===== src/rtl/reg_writeback_ctrl.sv =====
// Register-file write-back controller: two result FIFOs (ALU, load), round-robin
// arbitration onto one registered write port, and the per-register pending scoreboard.
module reg_writeback_ctrl #(
  parameter int DATA_W     = 32,
  parameter int ADDR_W     = 4,
  parameter int FIFO_DEPTH = 4
) (
  input  logic                     clk,
  input  logic                     rst,
  input  logic                     issue_valid,
  input  logic [ADDR_W-1:0]        issue_dest,
  output logic                     stall,
  input  logic                     alu_valid,
  input  logic [ADDR_W-1:0]        alu_addr,
  input  logic [DATA_W-1:0]        alu_data,
  output logic                     alu_ready,
  input  logic                     mem_valid,
  input  logic [ADDR_W-1:0]        mem_addr,
  input  logic [DATA_W-1:0]        mem_data,
  output logic                     mem_ready,
  output logic                     write,
  output logic [ADDR_W-1:0]        write_back_address,
  output logic [DATA_W-1:0]        data_write,
  output logic [(1<<ADDR_W)-1:0]   pending,
  output logic                     err_spurious
);
  localparam int PTR_W = $clog2(FIFO_DEPTH);
  localparam int CNT_W = PTR_W + 1;
  localparam int NREG  = 1 << ADDR_W;
  localparam logic [CNT_W-1:0] CNT_FULL = CNT_W'(FIFO_DEPTH);

  typedef enum logic {SRC_ALU = 1'b0, SRC_MEM = 1'b1} src_e;

  // Index 0 is the ALU FIFO, index 1 the load FIFO.
  logic [ADDR_W-1:0] addr_q [2][FIFO_DEPTH];
  logic [ADDR_W-1:0] addr_d [2][FIFO_DEPTH];
  logic [DATA_W-1:0] data_q [2][FIFO_DEPTH];
  logic [DATA_W-1:0] data_d [2][FIFO_DEPTH];
  logic [PTR_W-1:0]  wr_ptr_q [2], wr_ptr_d [2];
  logic [PTR_W-1:0]  rd_ptr_q [2], rd_ptr_d [2];
  logic [CNT_W-1:0]  cnt_q [2], cnt_d [2];

  logic [NREG-1:0]   pending_q, pending_d;
  logic              write_q, write_d;
  logic [ADDR_W-1:0] wba_q, wba_d;
  logic [DATA_W-1:0] data_write_q, data_write_d;
  logic              err_q, err_d;
  src_e              last_grant_q, last_grant_d;

  logic              in_valid [2];
  logic [ADDR_W-1:0] in_addr [2];
  logic [DATA_W-1:0] in_data [2];
  logic              push [2];
  logic              pop [2];
  logic              not_empty [2];
  logic              pop_any;
  logic              pop_sel;
  logic [ADDR_W-1:0] head_addr;
  logic [DATA_W-1:0] head_data;

  assign stall              = issue_valid & pending_q[issue_dest];
  assign alu_ready          = (cnt_q[0] != CNT_FULL);
  assign mem_ready          = (cnt_q[1] != CNT_FULL);
  assign write              = write_q;
  assign write_back_address = wba_q;
  assign data_write         = data_write_q;
  assign pending            = pending_q;
  assign err_spurious       = err_q;

  // Arbitration works only from registered FIFO state; last_grant moves only on conflicts.
  always_comb begin
    in_valid[0] = alu_valid;
    in_addr[0]  = alu_addr;
    in_data[0]  = alu_data;
    in_valid[1] = mem_valid;
    in_addr[1]  = mem_addr;
    in_data[1]  = mem_data;
    for (int s = 0; s < 2; s++) begin
      not_empty[s] = (cnt_q[s] != '0);
      push[s]      = in_valid[s] && (cnt_q[s] != CNT_FULL);
    end
    last_grant_d = last_grant_q;
    pop_any      = not_empty[0] | not_empty[1];
    if (not_empty[0] && not_empty[1]) begin
      pop_sel      = (last_grant_q == SRC_ALU);
      last_grant_d = pop_sel ? SRC_MEM : SRC_ALU;
    end else begin
      pop_sel = not_empty[1];
    end
    pop[0]    = pop_any & ~pop_sel;
    pop[1]    = pop_any & pop_sel;
    head_addr = addr_q[pop_sel][rd_ptr_q[pop_sel]];
    head_data = data_q[pop_sel][rd_ptr_q[pop_sel]];
  end

  always_comb begin
    addr_d = addr_q;
    data_d = data_q;
    for (int s = 0; s < 2; s++) begin
      wr_ptr_d[s] = wr_ptr_q[s];
      rd_ptr_d[s] = rd_ptr_q[s];
      cnt_d[s]    = cnt_q[s];
      if (push[s]) begin
        addr_d[s][wr_ptr_q[s]] = in_addr[s];
        data_d[s][wr_ptr_q[s]] = in_data[s];
        wr_ptr_d[s]            = wr_ptr_q[s] + PTR_W'(1);
      end
      if (pop[s]) rd_ptr_d[s] = rd_ptr_q[s] + PTR_W'(1);
      case ({push[s], pop[s]})
        2'b10:   cnt_d[s] = cnt_q[s] + CNT_W'(1);
        2'b01:   cnt_d[s] = cnt_q[s] - CNT_W'(1);
        default: cnt_d[s] = cnt_q[s];
      endcase
    end
  end

  always_comb begin
    pending_d = pending_q;
    if (issue_valid && !stall) pending_d[issue_dest] = 1'b1;
    if (pop_any) pending_d[head_addr] = 1'b0;
    err_d        = err_q | (pop_any & ~pending_q[head_addr]);
    write_d      = pop_any;
    wba_d        = pop_any ? head_addr : wba_q;
    data_write_d = pop_any ? head_data : data_write_q;
  end

  always_ff @(posedge clk) begin
    addr_q <= addr_d;
    data_q <= data_d;
  end

  always_ff @(posedge clk) begin
    if (rst) begin
      for (int s = 0; s < 2; s++) begin
        wr_ptr_q[s] <= '0;
        rd_ptr_q[s] <= '0;
        cnt_q[s]    <= '0;
      end
      pending_q    <= '0;
      write_q      <= 1'b0;
      wba_q        <= '0;
      data_write_q <= '0;
      err_q        <= 1'b0;
      last_grant_q <= SRC_ALU;
    end else begin
      for (int s = 0; s < 2; s++) begin
        wr_ptr_q[s] <= wr_ptr_d[s];
        rd_ptr_q[s] <= rd_ptr_d[s];
        cnt_q[s]    <= cnt_d[s];
      end
      pending_q    <= pending_d;
      write_q      <= write_d;
      wba_q        <= wba_d;
      data_write_q <= data_write_d;
      err_q        <= err_d;
      last_grant_q <= last_grant_d;
    end
  end

endmodule


===== config.mk =====
export PLATFORM = sky130hd
export DESIGN_NAME = reg_writeback_ctrl
export DESIGN_NICKNAME = d
export VERILOG_FILES = /design/src/rtl/reg_writeback_ctrl.sv
export SDC_FILE = /design/constraint.sdc
export NUM_CORES = 1
export LEC_CHECK = 0
export CORE_AREA = 2 2 157 159
export DETAILED_ROUTE_END_ITERATION = 7
export DIE_AREA = 0 0 159 161
export DONT_BUFFER_PORTS = 1
export MAX_ROUTING_LAYER = met4
export PLACE_DENSITY = 0.84
export SYNTH_ARGS = -nofsm -noshare
export SYNTH_HDL_FRONTEND = slang
export SYNTH_SLANG_ARGS = --single-unit

===== constraint.sdc =====
create_clock -name clk -period 3.4 [get_ports clk]
set_input_delay 0.34 -clock clk [delete_from_list [all_inputs] [get_ports clk]]
set_output_delay 0.34 -clock clk [all_outputs]
set_load 0.01 [all_outputs]

==> metrics <==
hold_buf cts=73; post-layout minimum cycle time=2730 ps; post-synth cell types=39; maximum vdd drop=approximately 540 uV; Clock power frac=just under 30%; Area Overhead vs Synth=16.4%; vias post-DR=8447; clock slew at reported path FFs=around 60 ps; setup_tns=0 ps; layout cells sized above 1=a little over a tenth; chip height=between 150 and 200 um; WHS Path Cells=2; Tot GR Track Use=about a quarter; count of non-filler cells in the finished layout=about 1400; CTS tree=built; final wirelength=31200 um; Synth Flop Type=edfxtp_1; # IOs=approximately 140; Setup violations, final=0; HP Start=issue_dest[2]; Die ar.=0.0256 mm2; die width=around 160 um; fillers=around 1600; Final Wtd Congestion=just under 0.9; Final nets=between 1000 and 1500; syn nets=between 1000 and 1500; synth warn=0; WP data required=between 3000 and 4000 ps; sequential cell fraction of total power=42.5%; Gate Count Post-Synth=approximately 950; Sw Pwr=roughly 0.0046 W; H-tree levels=2; slew margin rel.=a little over a fifth; Int Pwr=around 0.0092 W; vias in the first global route=roughly 8600; Synth async-reset ratio=0%; grt total ovfl=0; ANT cells=0; Root Driver=clkbuf_16; Critical R2R Launch=cnt_q[0][2]; first-pass GRT wire length=roughly 48000 um; Worst Setup SP=cnt_q[0][2]; Net Sw Frac=33.1%; kind of end point of the critical path=register; wire per inst=~23 um; fin crit share=between 80% and 90%; Placed Cells=approximately 1200; Worst Max-Slew Pin Slew=approximately 1200 ps; clk_skew=14.3 ps; Iteration-0 DRC Markers=860; largest cells by area after synthesis=edfxtp_1 (61%), dfxtp_1 (9.8%), mux2i_1 (6.9%); Synth Register Bits=357; Post-DRT Antenna Nets=0; post-synth top area share=approximately 60%; Startpoint Class=register; count leader, synth=edfxtp_1; post-synth top area cell=edfxtp_1; Hold Crit Class=input port to register; f_max=~370 MHz; CTS Buffer Depth=3; Avg Vias per Cell=between 6 and 7; register area=between 0.01 and 0.015 mm2; Hold Fails Final Rpt=0; Mapped Area=between 0.01 and 0.015 mm2; post-synthesis sequential area ratio=between 70% and 80%; Max Cap Viol=0; RSZ-0062 raised after global routing=false; post-cts sizing count=0; CTS buffer count=36; Slew Viols, Final=0; initial antenna violation count=0; Avg Cell Area, Syn=roughly 15 um2; Worst Reg-to-Reg Cells=8; fin util=approximately 69%; commonest cells in the synthesized netlist=edfxtp_1 (288), mux2i_1 (97), a211oi_1 (80); largest net degree at the start of global routing=70; number of synthesized flops with an enable pin=~290; drt pass-1 iters=5; Final Power=around 0.014 W; Comb pwr share=28.2%; hpwl dp=between 15000 and 20000 um; critical path class=register to register; clock latency on the worst-skew pair=520 ps; Port Buffers=0; Setup Fix Bufs, Post-CTS=0; Rows=57; PwrDens=~840 mW/mm2; area of the core=roughly 0.024 mm2; Starting Density=a little under 60%; multi-input logic area=approximately 0.0038 mm2; Max FO, Critical Path=28; Arr. time, crit path=around 3100 ps; leakage power=around 5.5 nW; status=finished, final reports clean; DRC=0; Sink Count=roughly 360
-- worst paths after layout --
| path | slack [ps] | end |
|---|---|---|
| max reg2reg | 670 | data_write[20] |
| min reg2reg | 500 | last_grant_q |
| max | 670 | data_write[20] |
| min | 50 | pending[14] |
-- sequential cells by signal, indices dropped and copies added, names as in the netlist --
register	cells
data_q	256
addr_q	32
data_write	32
pending	16
cnt_q	6
rd_ptr_q	4
wr_ptr_q	4
write_back_address	4
err_spurious	1
last_grant_q	1
write	1
-- layout make-up --
cell class              count  area share (%)
repair buffers             92            5.49
clock inverters            16            1.12
flip-flops and latches    357            61.0
clock buffers              50            6.29
multi-input cells         516            23.3
inverters                  14           0.335
well taps                 324            2.46
-- metal layers --
| metal | wire length, um | vias up | global-route usage, % |
|---|---|---|---|
| met2 | 15900 | 382 | 41.9 |
| met5 | 0 | - | - |
| met1 | 12200 | 4222 | 31.0 |
| met4 | 745 | 0 | 9.71 |
| met3 | 2370 | 62 | 4.65 |
| li1 | - | 3781 | - |
-- power by group through the flow --
stage	logic (W)	clock network [W]	registers [W]
final	0.00388	0.00404	0.00584
after global routing	0.00423	0.00424	0.00590
after CTS	0.00382	0.00407	0.00585
after detailed placement	0.00367	0	0.00593
after global placement	0.00357	0	0.00591
after floorplan	0.00282	0	0.00574
-- kinds of logic (layout without fill, tap and decap cells) --
family / count (synthesis) / count (layout) / share of synthesized area, %
compound gates: 148 / 148 / 7.76
xor+xnor: 10 / 10 / 0.620
fa+ha+maj: 12 / 12 / 1.17
buf+inv: 76 / 172 / 2.08
flops: 357 / 357 / 71.0
mux: 116 / 116 / 9.76
simple gates: 230 / 230 / 7.64
-- through the flow --
| step | hold WS [ps] | area, um2 | setup slack (ps) |
|---|---|---|---|
| finish | 50.0 | 16500 | 669 |
| detailed placement | 425 | 14500 | 709 |
| global route | 46.8 | 16500 | 491 |
| global placement | 421 | 14500 | 793 |
| floorplan | 439 | 14100 | 525 |
| CTS | 27.1 | 16500 | 704 |
-- critical path: stages (launching register included) --
cell,delay (ps)
dfxtp_1,330
or3_1,370
a21o_2,240
inv_4,250
mux2i_4,530
buf_4,400
a211oi_1,90
a311oi_1,300
nor3_1,80
-- cell usage in the layout, fill, tap and decap left out, types with 8 or more instances in the layout --
master	instances
nor2_1	55
inv_1	13
edfxtp_1	288
ha_1	10
nor3_1	35
mux2i_1	96
clkbuf_16	37
a211oi_1	80
a21oi_1	20
a311oi_1	34
nand2_1	77
nor2b_1	35
mux4_2	17
dlygate4sd3_1	72
dfxtp_1	67
buf_4	18
and3_2	8
No activity file was read; power rests on OpenSTA's default activity.
==> RTL edit (same flow settings) <==
`FIFO_DEPTH`: 4 -> 2.
--- a/src/rtl/reg_writeback_ctrl.sv
+++ b/src/rtl/reg_writeback_ctrl.sv
@@ -3,7 +3,7 @@
 module reg_writeback_ctrl #(
   parameter int DATA_W     = 32,
   parameter int ADDR_W     = 4,
-  parameter int FIFO_DEPTH = 4
+  parameter int FIFO_DEPTH = 2
 ) (
   input  logic                     clk,
   input  logic                     rst,
Check against the original RTL: not equivalent (Yosys sat finds a counterexample within 4 cycles, from zero or initial values and one cycle with rst high).
==> RTL edit against the unedited design <==
  * Worst setup slack improved by 0.28 ns
  * Routed wire length decreased by 39%
  * Combinational power decreased by 38%
  * Power decreased by 40%
  * Area after synthesis decreased by 42%
  * Sequential power decreased by 40%
  * Sequential cell count decreased by 150
  * Fmax increased by 11%
  * Critical path depth unchanged
  * Cell count decreased by 25%
  * Synthesized cell count decreased by 35%
  * Design area decreased by 39%
  * Worst hold slack got worse by 0.0091 ns
  * Critical endpoint is now err_spurious$_SDFF_PP0_
  * Largest power group unchanged
==> RTL edit: results (changes against the unedited design) <==
global-route wire length before repair=29700 um (-39%); Largest register FFs=128 (-50%); worst hold path class=input port to flop; crit path DAT=2.83 ns (-0.29 ns); number of library cell types mapped by synthesis=43 (+10%); crit-path max FO=46 (+64%); Sw Share=0.336 (+0.00445); H-tree levels=1 (-1); Vias/cell=5.09 (-18%); clock transition at the registers of the reported paths=0.06 ns (about the same); dominant cells by area after synthesis=edfxtp_1 53%, dfxtp_1 15%, a211oi_1 6.5%; post-DP HPWL=11800 um (-34%); LEAKAGE=0.00334 uW (-40%); Mapped Nets=697 (-33%); synth cell count leaders=144 x edfxtp_1, 71 x a211oi_1, 63 x dfxtp_1, 63 x nor2_1, 51 x a21oi_1; WL/cell=18.6 um (-18%); status=complete, no violations; CTS max path bufs=3 (unchanged); largest net degree at the start of global routing=65 (-7.1%); initial antenna violation count=3 (+3); share of cells above drive strength 1=0.0920 (-0.0171); global placer's final weighted congestion=0.870 (-0.63%); number of synthesized flops with an enable pin=144 (-50%); clk_skew=0.0148 ns (+0.000449 ns); First-pass DRT Iterations=7 (+2); total CTS buffers=21 (-42%); Buffers on Ports=0 (unchanged); Max rail drop VDD=0.525 mV (-3.6%); Placed Area=0.00857 mm^2 (-41%); Async SR Flop Fraction=0 (unchanged); Clk Latency, worst-skew pair=0.50 ns (-0.02 ns); Final Hold Viols=0 (unchanged); Detailed Route Iter0 Violations=385 (-55%); nets=764 (-31%); fill count=2200 (+39%); number of global-route vias before repair=5371 (-38%); Syn. warnings=0 (unchanged); Slew HR=0.369 (+0.154); GRT Util Overall=0.150 (-0.101); Seq/Total Area, Yosys=0.680 (-0.0300); Root Driver=clkbuf_16
-- RTL edit: cell count changes in the layout (fill, tap and decap cells not counted), sizes merged, moves of 8 or more --
cell	delta
edfxtp	-144
nand2	-60
mux2i	-52
a311oi	-34
a21oi	+32
clkbuf	-22
nor3	-21
inv	-13
mux4	-12
a211oi	-9
and3	-8
buf	-8
ha	-8
nor2	+8
-- RTL edit: power by group through the flow --
stage	clock network (uW)	registers [uW]	logic, uW
final	2290	3530	2400
after global routing	2430	3590	2690
after CTS	2330	3530	2410
after detailed placement	0	3590	2300
after global placement	0	3570	2220
after floorplan	0	3470	1860
-- RTL edit: kinds of logic after synthesis --
group / share of synthesized area
buffers and inverters: 0.0218
xor gates and xnor gates: 0.00959
muxes: 0.0787
DFF: 0.680
adders and majority gates: 0.00304
AOI/OAI and AO/OA: 0.111
and+or+nand+nor: 0.0958
-- RTL edit: path summary, 6_finish.rpt --
| check | startpoint | end | slack, ns | cells after the start |
|---|---|---|---|---|
| hold / removal | rst | err_spurious$_SDFF_PP0_ | 0.04 | 2 |
| setup reg to reg | cnt_q[0][0]$_SDFFE_PP0P_ | err_spurious$_SDFF_PP0_ | 0.94 | 8 |
| hold reg to reg | cnt_q[0][1]$_SDFFE_PP0P_ | cnt_q[0][1]$_SDFFE_PP0P_ | 0.50 | 2 |
| setup / recovery | cnt_q[0][0]$_SDFFE_PP0P_ | err_spurious$_SDFF_PP0_ | 0.94 | 8 |
-- RTL edit: cell type report --
class | count | area share
diodes | 3 | 0.000750
clock buffers | 28 | 0.0591
clock inverters | 10 | 0.00999
inverters | 2 | 0.000750
multi-input cells | 365 | 0.248
flip-flops and latches | 207 | 0.558
well taps | 324 | 0.0405
repair buffers | 84 | 0.0829
-- RTL edit: what timing repair did --
action,CTS,global route
hold endpoints to repair,206,0
setup buffers,0,0
gates resized for setup,0,0
hold buffers,73,0
-- RTL edit: through the flow --
stage                     utilization  worst slack (ns)  std cells  total power, uW
final                           0.418             0.945       1023             8220
after global routing            0.418             0.745       1023             8710
after CTS                       0.418             0.971       1020             8280
after detailed placement        0.358             0.977        909             5880
after global placement          0.358              1.04        909             5780
after floorplan                     -             0.579        614             5330
-- RTL edit: worst max-delay path, cell delays in order, from the launching register on --
cell	delay [ns]
dfxtp_1	0.35
or2_4	0.28
a21oi_4	0.17
buf_4	0.47
mux2i_4	0.47
mux2i_1	0.13
nand3_1	0.10
nand4_1	0.09
a221o_1	0.29
-- RTL edit: per-layer routing --
| layer | global-route usage | routed length (um) | vias to the layer above |
|---|---|---|---|
| met3 | 0.0426 | 1580 | 32 |
| met1 | 0.175 | 7590 | 2533 |
| met4 | 0.0405 | 421 | 0 |
| met5 | - | 0 | - |
| met2 | 0.256 | 9460 | 183 |
| li1 | - | - | 2459 |
